--- src/rtl/mag_comp_serial.sv ---
// mag_comp_serial: bit-serial MSB-first unsigned magnitude comparator with start/busy/done handshake.
// Define CMP_EARLY_EXIT_EN to finish on the first differing bit instead of after all WIDTH bits.
module mag_comp_serial #(
  parameter int WIDTH = 8
) (
  input  logic             clk,
  input  logic             rst_n,
  input  logic             start,
  input  logic [WIDTH-1:0] a,
  input  logic [WIDTH-1:0] b,
  output logic             busy,
  output logic             done,
  output logic             L,
  output logic             E,
  output logic             M
);
  localparam int CW = $clog2(WIDTH) + 1;
  typedef enum logic [1:0] {IDLE, CMP, DONE} state_t;
  state_t state, state_nx;
  logic [WIDTH-1:0] sa, sb;
  logic [CW-1:0] cnt;
  logic lt, gt, nlt, ngt, last, fin, load;
  assign nlt  = lt | (~gt & ~sa[WIDTH-1] & sb[WIDTH-1]);
  assign ngt  = gt | (~lt & sa[WIDTH-1] & ~sb[WIDTH-1]);
  assign last = cnt == CW'(WIDTH - 1);
`ifdef CMP_EARLY_EXIT_EN
  assign fin  = last | nlt | ngt;
`else
  assign fin  = last;
`endif
  assign load = start & (state != CMP);
  assign busy = state == CMP;
  assign done = state == DONE;
  always_comb begin
    state_nx = IDLE;
    state_nx = load ? CMP : (state == CMP) ? (fin ? DONE : CMP) : IDLE;
  end
  always_ff @(posedge clk or negedge rst_n) begin
    if (!rst_n) begin
      state <= IDLE;
      sa    <= '0;
      sb    <= '0;
      cnt   <= '0;
      lt    <= 1'b0;
      gt    <= 1'b0;
      L     <= 1'b0;
      E     <= 1'b0;
      M     <= 1'b0;
    end else begin
      state <= state_nx;
      if (load) begin
        sa  <= a;
        sb  <= b;
        cnt <= '0;
        lt  <= 1'b0;
        gt  <= 1'b0;
        L   <= 1'b0;
        E   <= 1'b0;
        M   <= 1'b0;
      end else if (state == CMP) begin
        sa  <= sa << 1;
        sb  <= sb << 1;
        cnt <= cnt + 1'b1;
        lt  <= nlt;
        gt  <= ngt;
        if (fin) begin
          L <= nlt;
          M <= ngt;
          E <= ~(nlt | ngt);
        end
      end
    end
  end
endmodule

--- config.mk ---
export PLATFORM = sky130hd
export DESIGN_NAME = mag_comp_serial
export DESIGN_NICKNAME = d
export VERILOG_FILES = /design/src/rtl/mag_comp_serial.sv
export SDC_FILE = /design/constraint.sdc
export NUM_CORES = 1
export LEC_CHECK = 0
export CAP_MARGIN = 10
export CORE_ASPECT_RATIO = 1.4
export CORE_UTILIZATION = 61
export CTS_BUF_LIST = sky130_fd_sc_hd__clkbuf_16
export DETAILED_ROUTE_END_ITERATION = 7
export DONT_BUFFER_PORTS = 1
export GPL_TIMING_DRIVEN = 1
export PLACE_DENSITY = 0.77
export SLEW_MARGIN = 25
export SYNTH_ARGS = -nofsm -noshare
export SYNTH_HDL_FRONTEND = slang
export SYNTH_SLANG_ARGS = --single-unit
--- constraint.sdc ---
create_clock -name clk -period 3 [get_ports clk]
set_input_delay 0.6 -clock clk [delete_from_list [all_inputs] [get_ports clk]]
set_output_delay 0.6 -clock clk [all_outputs]
set_load 0.05 [all_outputs]
==> metrics.md, run 1 <==
| Metric | Value |
|---|---|
| Mux share of post-synthesis cell area | `0.1672` |
| Setup TNS | `0 ps` |
| Hpwl dp | `roughly 1400 µm` |
| Root Driver | `clkbuf_16` |
| Grt total ovfl | `0` |
| Largest net degree at the start of global routing | `42` |
| ANT cells | `0` |
| Largest family of logic cells by synthesized area | `multiplexers` |
| Chip width | `40.49 µm` |
| DRT iter0 DRCs | `5` |
| RR Endpoint | `cnt[3]` |
| Crit end category | `primary output` |
| Placer Congestion | `0.6967` |
| Internal Power | `0.8215 mW` |
| Vias | `between 800 and 900` |
| Area share of the largest cell type after synthesis | `0.5341` |
| Synth Area in Simple Gates | `0.1355` |
| Number of nets in the layout | `about 140` |
| Max Used Layer | `met4` |
| Max Clock Skew | `2.226 ps` |
| Synth area leaders | `dfrtp_1 (53%), mux2i_1 (16%), o21ai_0 (7.5%)` |
| Length of routed wiring on met1 | `880 µm` |
| NetSw | `0.4851 mW` |
| CORE AREA | `around 0.0019 mm²` |
| Starting Density | `0.6489` |
| Leading area contributor after synthesis | `dfrtp_1` |
| Netlist cell types | `24` |
| Highest clock rate | `503.5 MHz` |
| Final period utilization | `0.6620` |
| Layout cells sized above 1 | `0.07018` |
| Utilization after layout | `0.6727` |
| Mapped Cells | `116` |
| Netlist Area Pre-Place | `0.001265 mm²` |
| Die height | `roughly 56 µm` |
| Pre-antenna DRT Iters | `2` |
| Synth Area in Compound Gates | `0.09397` |
| Drt wl/cell | `around 15 µm` |
| Worst-Margin Slew | `between 700 and 800 ps` |
| Residual DRC | `0` |
| Metal3 WL | `about 80 µm` |
| Antenna Violating Nets Remaining | `0` |
| First-pass GRT wire length | `3422 µm` |
| Sequential share of power | `0.501` |
| Worst skew pair latency | `260 ps` |
| Port Buf Inserts | `0` |
| Max Slew Vio Count | `0` |
| Syn Nets | `roughly 140` |
| Path type of the worst min-delay path | `input pin to asynchronous set/reset pin` |
| Clk sinks | `27` |
| Via count of the first global-routing pass | `804` |
| Clock transition at path regs | `60 ps` |
| Routed WL | `just over 2000 µm` |
| Worst path arrival time | `~1400 ps` |
| Slew HR | `0.4932` |
| Outcome | `finished, final reports clean` |
| CP Class | `flip-flop to primary output` |
| Critical-path maximum fanout | `41` |
| Clk network pwr share | `0.225` |
| CTS tree | `done` |
| Seq/Total Area, Yosys | `0.5341` |
| Io pins | `24` |
| VDD IR max | `roughly 580 µV` |
| RSZ-0062 raised after global routing | `false` |
| Adder-cell share of the synthesized area | `0.009891` |
| Flop2flop setup slack | `1310 ps` |
| H-tree depth | `1` |
| CP startpoint kind | `flip-flop` |
| Pwr Density | `996.4 mW/mm²` |
| Hold Buf Count CTS | `0` |
| Crit path time final | `around 2000 ps` |
| Syn. warnings | `0` |
| Depth of the worst register-to-register path | `4` |
| Sw Ratio | `0.3713` |
| Max cap viols | `0` |
| # resized after CTS | `0` |
| Reg2reg start | `state[1]` |
| Hold Violations, Final | `0` |
| Met2 wire length | `1057 µm` |
| Final setup violating endpoints | `0` |
| CTS buffer count | `3` |
| Worst endpoint required time | `2400 ps` |
| Clock Path Buffers | `2` |
| Die area | `0.002262 mm²` |
| Total GRT Usage | `0.2182` |
| Avg Cell Area, Syn | `10.90 µm²` |
| Combinational power share | `0.274` |
| Xor and xnor area share after synthesis | `0.006924` |
| Area Overhead vs Synth | `3.660%` |
| Vias per cell | `5.963` |
| Yosys reg bits | `27` |
| Antenna violations before repair | `0` |
| Placement row count | `19` |
| P_leak | `0.6292 nW` |
| Setup bufs post-CTS | `0` |
[placed cells by master (no fill, tap or decap), types with 2 or more instances in the layout]
| master | synthesis | final |
|---|---|---|
| o21ai_0 | 19 | 19 |
| mux2i_1 | 20 | 20 |
| inv_1 | 1 | 2 |
| nand3_1 | 2 | 2 |
| clkbuf_16 | 0 | 3 |
| nand2_1 | 18 | 18 |
| nor2_1 | 8 | 8 |
| a21oi_1 | 3 | 3 |
| dfrtp_1 | 27 | 27 |
[synthesized netlist by cell type]
library cell / instances
dfrtp_1: 27
mux2i_1: 20
o21ai_0: 19
nand2_1: 18
nor2_1: 8
a21oi_1: 3
buf_6: 3
nand3_1: 2
a211o_1: 1
and2b_2: 1
and3_1: 1
buf_2: 1
buf_8: 1
clkbuf_2: 1
ha_1: 1
inv_1: 1
inv_2: 1
mux2_2: 1
nand2b_4: 1
nor3_1: 1
nor3_4: 1
nor3b_1: 1
or3_1: 1
xor2_1: 1
[state kept, by name, indices dropped and copies added, names as in the netlist]
register  count
gt            1
L             1
sb            8
M             1
sa            8
state         2
E             1
cnt           4
lt            1
[per-stage QoR]
stage | instance area (µm²) | std cells | worst slack, ps | hold slack, ps | power (mW)
after floorplan | 1265 | 116 | 1510 | 304.4 | 0.9768
after global placement | 1232 | 131 | 1317 | 305.1 | 0.9887
after detailed placement | 1232 | 131 | 1302 | 305.0 | 1.017
after CTS | 1311 | 135 | 1017 | 32.22 | 1.311
after global routing | 1311 | 135 | 918.5 | 24.00 | 1.393
final | 1311 | 135 | 1014 | 31.66 | 1.307
[worst max-delay path by stage]
stage,slack (ps),from,end,depth (start not counted)
2_1_floorplan,1510,state[1],busy,4
4_1_cts,1020,state[1],busy,2
5_1_grt,920,state[1],busy,2
3_5_place_dp,1300,state[1],busy,2
3_3_place_gp,1320,state[1],busy,2
6_report,1010,state[1],busy,2
[worst max-delay path, cell delays in order (launching register included)]
cell,delay [ps]
dfrtp_1,380
nand2b_4,180
inv_2,560
[cell families after synthesis]
logic type      after synthesis
buf+inv                       8
fa+ha+maj                     1
xor+xnor                      1
mux                          21
simple gates                 35
compound gates               23
flops                        27
[power groups by stage]
stage          clock network, mW  logic [mW]  registers (mW)
2_1_floorplan                  0       0.344           0.633
6_report                   0.294       0.358           0.654
4_1_cts                    0.294       0.362           0.655
3_3_place_gp                   0       0.338           0.651
5_1_grt                    0.310       0.410           0.672
3_5_place_dp                   0       0.357           0.660
[cell type report]
cell class	instances	area, µm²
Clock buffer	3	75.07
Clock inverter	1	3.754
Fill cell	159	638.1
Inverter	2	7.507
Multi-Input combinational cell	81	523.0
Sequential cell	27	675.6
Tap cell	21	26.28
[metal layers]
layer | track usage | vias to the layer above
met5 | 0 | -
met4 | 0.1000 | 0
met3 | 0.04800 | 5
met2 | 0.3401 | 19
met1 | 0.2761 | 389
li1 | - | 392
(Power assumes the default switching activity.)
==> run 2, diff against run 1 <==
- CORE_UTILIZATION: 61 -> 60
- PLACE_DENSITY: 0.77 -> 0.76
- clock period: 3 -> 2.05 ns (I/O delays scaled with it)
==> run 2 against run 1 <==
  * Clock skew rose by 1.8 ps
  * Via count grew 0.50%
  * Non-clock buffer count rose by 3
  * Design area increased by 3.0%
  * Largest cell class unchanged
  * Highest routed layer unchanged
==> metrics.md, run 2 (synthesized netlist as in run 1, its figures left out) <==
| Metric | Value |
|---|---|
| Outcome | `finished, final reports clean` |
| Hold Violations, Final | `0` |
| Io pins | `24` |
| Worst endpoint required time | `roughly 1600 ps` |
| First-pass GRT wire length | `3208 µm` |
| CP max-delay cell | `inv_2` |
| Clk network pwr share | `0.224` |
| Max Clock Skew | `3.997 ps` |
| Port Buf Inserts | `0` |
| Delay-heaviest family, CP | `buffers and inverters` |
| Hpwl dp | `1409 µm` |
| CTS tree | `done` |
| Sw Ratio | `0.3691` |
| CP startpoint kind | `flip-flop` |
| Crit path time final | `1612 ps` |
| Number of nets in the layout | `138` |
| Pwr Density | `1433 mW/mm²` |
| Path type of the worst min-delay path | `input pin to flip-flop` |
| DRT iter0 DRCs | `8` |
| Die area | `0.002299 mm²` |
| Slowest stage delay, CP | `390 ps` |
| Die height | `56.33 µm` |
| Area Overhead vs Synth | `6.726%` |
| Antenna Violating Nets Remaining | `0` |
| Setup bufs post-CTS | `0` |
| Placer Congestion | `just over 0.7` |
| Critical Path, Cell by Cell | `nand2b_4 -> inv_2` |
| Antenna violations before repair | `0` |
| CP Buf/Inv Count | `1` |
| Cell Area, Placed | `0.001240 mm²` |
| Slew HR | `0.6650` |
| Drt wl/cell | `14.54 µm` |
| RSZ-0062 raised after global routing | `false` |
| # resized after CTS | `0` |
| CP Class | `flip-flop to primary output` |
| Place WS | `538.6 ps` |
| Root Driver | `clkbuf_16` |
| Most common cell after layout, fill and taps aside | `dfrtp_1` |
| Grt total ovfl | `0` |
| Routed WL | `2006 µm` |
| Via count of the first global-routing pass | `804` |
| Critical-path maximum fanout | `21` |
| Sequential share of power | `0.494` |
| Leading registers by flop count | `sa: 8 flops, sb: 8 flops, cnt: 4 flops` |
| CTS buffer count | `3` |
| Residual DRC | `0` |
| Setup TNS | `0 ps` |
| Internal Power | `1.220 mW` |
| Chip width | `slightly above 40 µm` |
| Hold Buf Count CTS | `2` |
| Final setup violating endpoints | `0` |
| Worst skew pair latency | `between 200 and 300 ps` |
| Vias | `a little over 800` |
| Pre-antenna DRT Iters | `2` |
| Final instance area | `0.001350 mm²` |
| Worst-Margin Slew | `501.8 ps` |
| Largest net degree at the start of global routing | `28` |
| Worst path arrival time | `around 1200 ps` |
| Starting Density | `0.6411` |
| Layout cells sized above 1 | `0.09402` |
| Clock Path Buffers | `2` |
| Combinational power share | `0.282` |
| NetSw | `0.7141 mW` |
| Vias per cell | `5.862` |
| VDD IR max | `786.6 µV` |
| H-tree depth | `1` |
| Clock transition at path regs | `60 ps` |
| Highest clock rate | `620.5 MHz` |
| P_leak | `~0.65 nW` |
| Placement row count | `19` |
| Most frequent cells in the layout | `dfrtp_1 (27), mux2i_1 (20), o21ai_0 (19)` |
| Final period utilization | `0.7861` |
| Total GRT Usage | `0.2025` |
| Final Worst Setup Slack | `approximately 440 ps` |
| Clk sinks | `27` |
| ANT cells | `0` |
| Max Slew Vio Count | `0` |
| Crit end category | `primary output` |
| CORE AREA | `between 0.0015 and 0.002 mm²` |
| Max cap viols | `0` |
## run 2: through the flow
stage               cells    util  power [mW]  hold slack [ps]
finish                138  0.6842       1.934            308.3
global route          138  0.6842       2.062            301.8
CTS                   138  0.6842       1.953            297.9
detailed placement    132  0.6284       1.496            115.0
global placement      132  0.6284       1.462            115.0
floorplan             116       -       1.429            114.4
## run 2: area by class of cell
type                       count  area [µm²]
multi-input combinational     81       523.0
clock inverter                 1       5.005
timing repair buffer           3       37.54
inverter                       2       7.507
fill                         155       623.1
clock buffer                   3       75.07
sequential                    27       675.6
tap                           21       26.28
## run 2: path summary, 6_finish.rpt
path,startpoint,endpoint,slack (ps),cells after the start
setup / recovery,state[1],busy,440,2
hold / removal,start,state[0],310,2
setup reg to reg,state[1],cnt[2],530,5
hold reg to reg,sb[0],sb[1],480,2
max in group asynchronous,rst_n,sb[5],1320,2
min in group asynchronous,rst_n,sb[3],580,2
## run 2: per-layer routing
layer  global-route usage  part of all wire
met1               0.2327              0.44
met2               0.3438              0.51
met3              0.05534             0.045
met4              0.05714            0.0040
met5                    0                 0
## run 2: power groups by stage
stage                     sequential [mW]  combinational, mW  clock, mW
after floorplan                     0.926              0.503          0
after global placement              0.954              0.508          0
after detailed placement            0.963              0.533          0
after CTS                           0.956              0.554      0.442
after global routing                0.982              0.626      0.455
final                               0.955              0.546      0.434
==> run 3, diff against run 2 <==
- CORE_UTILIZATION: 60 -> 55
- PLACE_DENSITY: 0.76 -> 0.73
- clock period: 2.05 -> 1.4 ns (I/O delays scaled with it)
==> run 3 against run 2 <==
  * Largest cell class unchanged
  * Design area grew 4.4%
  * Critical endpoint unchanged
  * Global-route usage is 2.2 points lower
  * Cell count grew 2.9%
==> metrics.md, run 3 (synthesized netlist as in run 1, its figures left out) <==
| Metric | Value |
|---|---|
| Outcome | `finished, final reports clean` |
| Final period utilization | `0.9691` |
| NetSw | `1.080 mW` |
| Slowest stage delay, CP | `roughly 380 ps` |
| Sequential share of power | `0.449` |
| H-tree depth | `1` |
| Clock Path Buffers | `2` |
| Area Overhead vs Synth | `11.37%` |
| Via count of the first global-routing pass | `823` |
| Antenna Violating Nets Remaining | `0` |
| Pwr Density | `about 2100 mW/mm²` |
| Placement row count | `20` |
| CORE AREA | `0.002177 mm²` |
| Worst path arrival time | `1080 ps` |
| Crit end category | `primary output` |
| CP startpoint kind | `flip-flop` |
| Io pins | `24` |
| Drt wl/cell | `14.81 µm` |
| First-pass GRT wire length | `~3400 µm` |
| Critical-path maximum fanout | `8` |
| Worst endpoint required time | `1120 ps` |
| RSZ-0062 raised after global routing | `false` |
| Most common cell after layout, fill and taps aside | `dfrtp_1` |
| CP max-delay cell | `dfrtp_1` |
| Most frequent cells in the layout | `dfrtp_1 (27), mux2i_1 (20), o21ai_0 (19)` |
| Delay-heaviest family, CP | `flip-flops` |
| Antenna violations before repair | `0` |
| Grt total ovfl | `0` |
| DRT iter0 DRCs | `13` |
| Crit path time final | `1357 ps` |
| Chip width | `42.53 µm` |
| Place WS | `199.3 ps` |
| CP Class | `flip-flop to primary output` |
| Vias | `843` |
| Hpwl dp | `between 1000 and 1500 µm` |
| Number of nets in the layout | `141` |
| Clk sinks | `27` |
| Die area | `0.002498 mm²` |
| Critical Path, Cell by Cell | `nand2b_4 -> inv_6 -> buf_12` |
| Routed WL | `2103 µm` |
| Port Buf Inserts | `0` |
| Smallest hold slack | `between 150 and 200 ps` |
| Clock transition at path regs | `about 60 ps` |
| Starting Density | `0.5810` |
| Worst-Margin Slew | `470.2 ps` |
| Die height | `58.75 µm` |
| ANT cells | `0` |
| Setup TNS | `0 ps` |
| Combinational power share | `0.340` |
| Max cap viols | `0` |
| Pre-antenna DRT Iters | `4` |
| P_leak | `0.6762 nW` |
| Clk network pwr share | `0.212` |
| Final setup violating endpoints | `0` |
| Leading registers by flop count | `sa: 8 flops, sb: 8 flops, cnt: 4 flops` |
| Inst Count DP | `roughly 140` |
| Max Slew Vio Count | `0` |
| CP Buf/Inv Count | `2` |
| Highest clock rate | `between 700 and 800 MHz` |
| Max Clock Skew | `3.225 ps` |
| Total GRT Usage | `0.1802` |
| Non-Filler Instances | `roughly 140` |
| VDD IR max | `1286 µV` |
| Path type of the worst min-delay path | `input pin to flip-flop` |
| Sw Ratio | `0.3610` |
| CTS tree | `done` |
| Setup bufs post-CTS | `0` |
| Cell Area, Placed | `between 0.001 and 0.0015 mm²` |
| Final instance area | `0.001409 mm²` |
| Placer Congestion | `0.7027` |
| Final Worst Setup Slack | `roughly 43 ps` |
| Residual DRC | `0` |
| Largest net degree at the start of global routing | `28` |
| CTS buffer count | `3` |
| Hold Violations, Final | `0` |
| Worst skew pair latency | `260 ps` |
| Layout cells sized above 1 | `0.1167` |
| Slew HR | `0.6865` |
| Vias per cell | `approximately 5.9` |
| Root Driver | `clkbuf_16` |
| Internal Power | `~1.9 mW` |
## run 3: cell count changes in the layout (fill, tap and decap cells not counted), sizes merged
cell / delta
clkbuf: +1
buf: +2
## run 3: worst register-to-register path: cells and delay by family (launching register included)
family | cells | cell delay (ps)
muxes | 1 | 210
adders and majority gates | 1 | 200
and+or+nand+nor | 2 | 330
DFF | 1 | 380
## run 3: path summary, 6_finish.rpt
kind	start	to	slack, ps	depth (start not counted)
worst max-delay path	state[1]	busy	40	3
worst min-delay path	b[0]	sb[0]	190	2
worst max register to register	cnt[0]	M	210	4
worst min register to register	sa[3]	sa[4]	490	2
max in group asynchronous	rst_n	state[1]	800	2
min in group asynchronous	rst_n	sb[3]	450	2
## run 3: power groups by stage
stage	logic (mW)	registers (mW)	clock network (mW)
5_1_grt	1.14	1.39	0.662
4_1_cts	0.949	1.35	0.640
3_5_place_dp	0.913	1.36	0
6_report	1.02	1.34	0.633
2_1_floorplan	0.737	1.36	0
3_3_place_gp	0.877	1.34	0
## run 3: repair_timing
action	in CTS	in global routing
endpoints found under the setup margin	0	1
endpoints found under the hold margin	27	0
gates resized for setup	0	2
hold buffers	2	0
## run 3: area by class of cell
type / instances / area, µm²
fillers: 180 / 768.2
flip-flops and latches: 27 / 675.6
multi-input cells: 81 / 523.0
repair buffers: 6 / 90.09
clock buffers: 3 / 75.07
well taps: 22 / 27.53
inverters: 2 / 12.51
clock inverters: 1 / 5.005
## run 3: stage by stage
stage	utilization	total power [mW]
detailed placement	0.5828	2.272
CTS	0.6333	2.936
global placement	0.5828	2.219
floorplan	-	2.093
finish	0.6471	2.991
global route	0.6471	3.187
## run 3: routing by layer
metal  vias to the layer above  GRT usage  routed length (µm)
met5                         -          0                   0
met4                         0    0.06696                  16
met3                         2    0.03067                  73
met2                        16     0.3275                1092
met1                       416     0.2110                 921
li1                        409          -                   -
